### config.mk
export PLATFORM = sky130hd
export DESIGN_NAME = ad_ip_jesd204_tpl_dac_up_arb
export DESIGN_NICKNAME = d
export VERILOG_FILES = /design/src/rtl/ad_ip_jesd204_tpl_dac_up_arb.sv
export SDC_FILE = /design/constraint.sdc
export NUM_CORES = 1
export LEC_CHECK = 0
export BUFFER_PORTS_ARGS = -buffer_cell sky130_fd_sc_hd__buf_2
export CAP_MARGIN = 20
export CORE_AREA = 2 2 121 123
export DETAILED_ROUTE_END_ITERATION = 7
export DIE_AREA = 0 0 123 125
export GPL_TIMING_DRIVEN = 0
export PLACE_DENSITY_LB_ADDON = 0.12
export SLEW_MARGIN = 30
export SYNTH_ARGS = -nofsm -noshare
export SYNTH_HDL_FRONTEND = slang
export SYNTH_SLANG_ARGS = --single-unit
### constraint.sdc
create_clock -name up_clk -period 4.15 [get_ports up_clk]
set_clock_uncertainty 0.1 [all_clocks]
set_input_delay 0.83 -clock up_clk [delete_from_list [all_inputs] [get_ports up_clk]]
set_output_delay 0.83 -clock up_clk [all_outputs]
set_load 0.02 [all_outputs]
### src/rtl/ad_ip_jesd204_tpl_dac_up_arb.sv
// Round-robin arbiter sharing the DAC TPL up register bus between NUM_REQ requesters.
// One transaction in flight; an unresponsive address is closed out by a timeout.
module ad_ip_jesd204_tpl_dac_up_arb #(
  parameter int          NUM_REQ       = 2,
  parameter int          TIMEOUT       = 255,
  parameter logic [31:0] TIMEOUT_RDATA = 32'hDEADDEAD
) (
  input  logic                    up_clk,
  input  logic                    up_rst,
  input  logic [NUM_REQ-1:0]      req_wreq,
  input  logic [NUM_REQ*14-1:0]   req_waddr,
  input  logic [NUM_REQ*32-1:0]   req_wdata,
  output logic [NUM_REQ-1:0]      req_wack,
  input  logic [NUM_REQ-1:0]      req_rreq,
  input  logic [NUM_REQ*14-1:0]   req_raddr,
  output logic [NUM_REQ*32-1:0]   req_rdata,
  output logic [NUM_REQ-1:0]      req_rack,
  output logic                    up_wreq,
  output logic [13:0]             up_waddr,
  output logic [31:0]             up_wdata,
  input  logic                    up_wack,
  output logic                    up_rreq,
  output logic [13:0]             up_raddr,
  input  logic [31:0]             up_rdata,
  input  logic                    up_rack,
  output logic                    timeout_pulse,
  output logic [15:0]             timeout_count
);

  localparam int IW = (NUM_REQ > 1) ? $clog2(NUM_REQ) : 1;

  typedef enum logic [1:0] {IDLE, ISSUE, WAIT, RESP} state_t;

  state_t        state_q, state_d;
  logic [IW-1:0] ptr_q, ptr_d;
  logic [IW-1:0] grant_q, grant_d;
  logic          write_q, write_d;
  logic [13:0]   waddr_q, waddr_d;
  logic [13:0]   raddr_q, raddr_d;
  logic [31:0]   wdata_q, wdata_d;
  logic [31:0]   rdata_q, rdata_d;
  logic [15:0]   cnt_q, cnt_d;
  logic [15:0]   tcount_q, tcount_d;
  logic          pulse_q, pulse_d;

  logic [NUM_REQ-1:0] pending;
  logic               found;
  logic [IW-1:0]      sel;
  logic [IW-1:0]      cand;

  assign pending = req_wreq | req_rreq;

  // First pending requester at or after the round-robin pointer, wrapping.
  always_comb begin
    found = 1'b0;
    sel   = '0;
    cand  = '0;
    for (int k = 0; k < NUM_REQ; k++) begin
      cand = IW'((int'(ptr_q) + k) % NUM_REQ);
      if (!found && pending[cand]) begin
        found = 1'b1;
        sel   = cand;
      end
    end
  end

  always_comb begin
    state_d  = state_q;
    ptr_d    = ptr_q;
    grant_d  = grant_q;
    write_d  = write_q;
    waddr_d  = waddr_q;
    raddr_d  = raddr_q;
    wdata_d  = wdata_q;
    rdata_d  = rdata_q;
    cnt_d    = cnt_q;
    tcount_d = tcount_q;
    pulse_d  = 1'b0;
    case (state_q)
      IDLE: begin
        if (found) begin
          grant_d = sel;
          write_d = req_wreq[sel];
          if (req_wreq[sel]) begin
            waddr_d = req_waddr[14*sel +: 14];
            wdata_d = req_wdata[32*sel +: 32];
          end else begin
            raddr_d = req_raddr[14*sel +: 14];
          end
          state_d = ISSUE;
        end
      end
      ISSUE: begin
        cnt_d   = '0;
        state_d = WAIT;
      end
      WAIT: begin
        if (write_q ? up_wack : up_rack) begin
          if (!write_q) rdata_d = up_rdata;
          state_d = RESP;
        end else if (cnt_q == 16'(TIMEOUT - 1)) begin
          rdata_d = TIMEOUT_RDATA;
          pulse_d = 1'b1;
          if (tcount_q != 16'hFFFF) tcount_d = tcount_q + 16'd1;
          state_d = RESP;
        end else begin
          cnt_d = cnt_q + 16'd1;
        end
      end
      RESP: begin
        ptr_d   = (grant_q == IW'(NUM_REQ - 1)) ? '0 : grant_q + 1'b1;
        state_d = IDLE;
      end
      default: state_d = IDLE;
    endcase
  end

  always_ff @(posedge up_clk) begin
    if (up_rst) begin
      state_q  <= IDLE;
      ptr_q    <= '0;
      grant_q  <= '0;
      write_q  <= 1'b0;
      waddr_q  <= '0;
      raddr_q  <= '0;
      wdata_q  <= '0;
      rdata_q  <= '0;
      cnt_q    <= '0;
      tcount_q <= '0;
      pulse_q  <= 1'b0;
    end else begin
      state_q  <= state_d;
      ptr_q    <= ptr_d;
      grant_q  <= grant_d;
      write_q  <= write_d;
      waddr_q  <= waddr_d;
      raddr_q  <= raddr_d;
      wdata_q  <= wdata_d;
      rdata_q  <= rdata_d;
      cnt_q    <= cnt_d;
      tcount_q <= tcount_d;
      pulse_q  <= pulse_d;
    end
  end

  assign up_wreq       = (state_q == ISSUE) && write_q;
  assign up_rreq       = (state_q == ISSUE) && !write_q;
  assign up_waddr      = waddr_q;
  assign up_wdata      = wdata_q;
  assign up_raddr      = raddr_q;
  assign timeout_pulse = pulse_q;
  assign timeout_count = tcount_q;

  // Completion goes only to the granted requester; everyone else sees zero data.
  always_comb begin
    req_wack  = '0;
    req_rack  = '0;
    req_rdata = '0;
    if (state_q == RESP) begin
      if (write_q) begin
        req_wack[grant_q] = 1'b1;
      end else begin
        req_rack[grant_q]             = 1'b1;
        req_rdata[32*grant_q +: 32]   = rdata_q;
      end
    end
  end

endmodule

==> flow_metrics.env <==
export IMPL_outcome="complete, no violations"
export IMPL_num_vias=6742
export IMPL_yosys_area_top_type_share_pct=42.6
export IMPL_grt_ovfl_total=0
export IMPL_cts_buffers=17
export IMPL_timing_final_crit_share_pct=81.5
export IMPL_yosys_area_top_type="dfxtp_1"
export IMPL_grt_pass1_wl_um=32100
export IMPL_insertion_delay_ns=0.42
export IMPL_slowest_stage="nor3b_1"
export IMPL_antenna_found_initial=1
export IMPL_worstHoldPathType="flop to flop"
export IMPL_postSynth_asyncResetShare_pct=0
export IMPL_gp_congestion=0.914
export IMPL_r2r_end="rdata_q[6]$_SDFFE_PP0P_"
export IMPL_tightest_slew_ns=0.795
export IMPL_yosys_warnings=0
export IMPL_arrival_ns=2.45
export IMPL_power_switching_w=0.00171
export IMPL_grt_setup_unrepaired="no"
export IMPL_syn_num_nets=952
export IMPL_whs_path_depth=2
export IMPL_maxCapViolCount=0
export IMPL_ys_seq_elements=130
export IMPL_hpwl_um=16200
export IMPL_drt_iter0_markers=349
export IMPL_avgViaCountPerCell=5.17
export IMPL_placement_io_buffers=305
export IMPL_ctsHtreeMaxLevel=4
export IMPL_end_kind="primary output"
export IMPL_synthFlopType="dfxtp_1"
export IMPL_fin_tns_setup_ns=0
export IMPL_routedWlPerCell_um=16.0
export IMPL_finish_net_count=1276
export IMPL_grt_pass1_vias=6084
export IMPL_power_frac_seq_pct=35.9
export IMPL_fin_crit_ns=3.38
export IMPL_routed_wl_um=20900
export IMPL_post_route_drc_count=0
export IMPL_hold_path_end="up_waddr[2]$_SDFFE_PP0P_"
export IMPL_track_usage_pct=26.8
export IMPL_drt_antenna_violating_nets=0
export IMPL_die_w_um=123
export IMPL_holdBufCountCts=0
export IMPL_crit_required_ns=3.22
export IMPL_cts_path_max_buffers=2
export IMPL_ys_types=45
export IMPL_syn_avg_cell_area_sq_um=7.78
export IMPL_post_cts_resized=0
export IMPL_comb_power_share_pct=33.5
export IMPL_ctsRootBufferMaster="clkbuf_16"
export IMPL_critical_path_cell_chain="ha_1 > nor3b_1 > clkbuf_1 > and2_1 > buf_2"
export IMPL_startpoint_type="flop"
export IMPL_max_stage_delay_ns=0.69
export IMPL_seq_area_frac_synth_pct=42.6
export IMPL_timing_fmax_mhz=296
export IMPL_placed_area_sq_mm=0.00787
export IMPL_cp_max_fo=10
export IMPL_critical_path_class="flop to primary output"
export IMPL_drt_pass1_iterations=5
export IMPL_finish_instance_area_sq_mm=0.00843
export IMPL_power_density_mw_per_mm2=550
export IMPL_yosys_top_cells_area="dfxtp_1, a311oi_1, nand2_1, nor2_1, and2_1"
export IMPL_p_leak_nw=3.87
export IMPL_swShare_pct=36.9
export IMPL_post_cts_repair_setup_buffers=0
export IMPL_r2r_start="cnt_q[0]$_SDFFE_PP0P_"
export IMPL_synth_edf_count=0
export IMPL_ff2ff_setup_slack_ns=1.08
export IMPL_irDropWorstVdd_mv=0.294
export IMPL_syn_inst=784
export IMPL_die_y_um=125
export IMPL_dieArea_sq_mm=0.0154
export IMPL_core_area_sq_mm=0.0142
export IMPL_drive_above_1_share_pct=30.5
export IMPL_syn_to_final_growth_pct=38.2
export IMPL_cts_tree="built"
export IMPL_initial_core_util_pct=43.0
export IMPL_ios=307
export IMPL_hold_viol=0
export IMPL_syn_area_sq_mm=0.00610
export IMPL_hp_start="up_waddr[2]$_SDFFE_PP0P_"
export IMPL_final_max_slew_viol_count=0
export IMPL_finalSetupViolations=0
export IMPL_intPower_w=0.00292
export IMPL_path_clk_slew_ns=0.06
export IMPL_clock_power_share_pct=30.7
export IMPL_relSlewSlack_pct=46.9
export IMPL_cts_num_sinks=130
export IMPL_grt_max_degree=17
export IMPL_reg2reg_depth=8
export IMPL_rows=44
power groups by stage:
stage	clock network, W	logic (W)	registers, W
floorplan	0	0.000750	0.00191
global placement	0	0.00154	0.00168
detailed placement	0	0.00155	0.00168
CTS	0.00144	0.00156	0.00166
global route	0.00150	0.00170	0.00170
finish	0.00142	0.00155	0.00166
how the worst max path moves through the flow:
| stage | startpoint | endpoint | slack (ns) | depth (start not counted) |
|---|---|---|---|---|
| after floorplan | cnt_q[0]$_SDFFE_PP0P_ | timeout_count[7]$_SDFFE_PP0P_ | 1.42 | 9 |
| after global placement | cnt_q[0]$_SDFFE_PP0P_ | rdata_q[1]$_SDFFE_PP0P_ | 0.73 | 8 |
| after detailed placement | cnt_q[0]$_SDFFE_PP0P_ | rdata_q[6]$_SDFFE_PP0P_ | 1.13 | 8 |
| after CTS | state_q[1]$_SDFFE_PP0P_ | req_rdata[4] | 0.72 | 5 |
| after global routing | state_q[1]$_SDFFE_PP0P_ | req_rdata[34] | 0.57 | 5 |
| final | state_q[1]$_SDFFE_PP0P_ | req_rdata[58] | 0.77 | 5 |
cell families (layout without fill, tap and decap cells):
family | after synthesis | count (layout) | synth area share [%]
AOI/OAI and AO/OA | 134 | 134 | 15.9
xor gates and xnor gates | 18 | 18 | 2.58
adders and majority gates | 8 | 8 | 1.64
buffers and inverters | 69 | 405 | 4.45
DFF | 130 | 130 | 42.6
muxes | 4 | 4 | 0.656
other | 0 | 1 | 0
and+or+nand+nor | 421 | 421 | 32.1
per-stage QoR:
step | util [%] | power, W | setup slack (ns) | hold WS, ns | std cells
floorplan | - | 0.00266 | 1.42 | 0.367 | 784
global placement | 55.3 | 0.00322 | 0.731 | 0.383 | 1273
detailed placement | 55.4 | 0.00323 | 1.13 | 0.388 | 1273
CTS | 59.4 | 0.00466 | 0.721 | 0.396 | 1304
global route | 59.4 | 0.00490 | 0.567 | 0.405 | 1304
finish | 59.4 | 0.00464 | 0.767 | 0.394 | 1305
critical path, delay by kind of cell, from the launching register on:
family | cells | cell delay, ns
buffers and inverters | 2 | 0.50
DFF | 1 | 0.37
and+or+nand+nor | 2 | 0.90
adders and majority gates | 1 | 0.27
routing by layer:
layer  up-vias  part of all wire (%)  GRT usage (%)
li1       3374                     -              -
met1      3039                    41           33.0
met2       290                    48           43.7
met3        39                   8.0           7.48
met4         0                   2.9           11.4
met5         -                     0              0
layout by cell type (no fill, tap or decap), types with 3 or more instances in the layout:
cell	Yosys	final
and2_1	67	67
clkbuf_1	50	54
xnor2_1	17	17
clkbuf_8	0	5
and4_1	5	5
clkbuf_16	0	17
buf_1	4	4
or3_1	9	9
a311oi_1	60	60
o21ai_0	10	10
nor2_1	130	130
ha_1	8	8
a21oi_1	36	36
or4_1	3	3
nor3_1	26	26
mux2i_1	4	4
a22oi_1	10	10
a211oi_1	6	6
inv_1	9	9
and3_1	4	4
buf_2	4	309
dfxtp_1	130	130
nand4_1	10	10
nand2_1	137	137
clkinv_2	0	4
nor4_1	5	5
nand3_1	12	12
cell usage after synthesis, types with 4 or more instances:
| cell | n |
|---|---|
| nand2_1 | 137 |
| dfxtp_1 | 130 |
| nor2_1 | 130 |
| and2_1 | 67 |
| a311oi_1 | 60 |
| clkbuf_1 | 50 |
| a21oi_1 | 36 |
| nor3_1 | 26 |
| xnor2_1 | 17 |
| nand3_1 | 12 |
| a22oi_1 | 10 |
| nand4_1 | 10 |
| o21ai_0 | 10 |
| inv_1 | 9 |
| or3_1 | 9 |
| ha_1 | 8 |
| a211oi_1 | 6 |
| and4_1 | 5 |
| nor4_1 | 5 |
| and3_1 | 4 |
| buf_1 | 4 |
| buf_2 | 4 |
| mux2i_1 | 4 |
sequential cells by signal, summed over array words and instances (netlist names):
| signal | cells |
|---|---|
| up_waddr | 14 |
| grant_q | 1 |
| up_raddr | 14 |
| timeout_count | 16 |
| state_q | 2 |
| rdata_q | 32 |
| cnt_q | 16 |
| up_wdata | 32 |
| timeout_pulse | 1 |
| ptr_q | 1 |
| write_q | 1 |
final cells by class:
cell class                 count  area, sq um
antenna                        1         2.50
buffer                        59          234
clock buffer                  26          509
clock inverter                 5         50.0
fill                        1378         5770
inverter                      10         37.5
multi-input combinational    585         3240
sequential                   130         2600
tap                          184          230
timing repair buffer         305         1530
No activity file was read; power rests on OpenSTA's default activity.
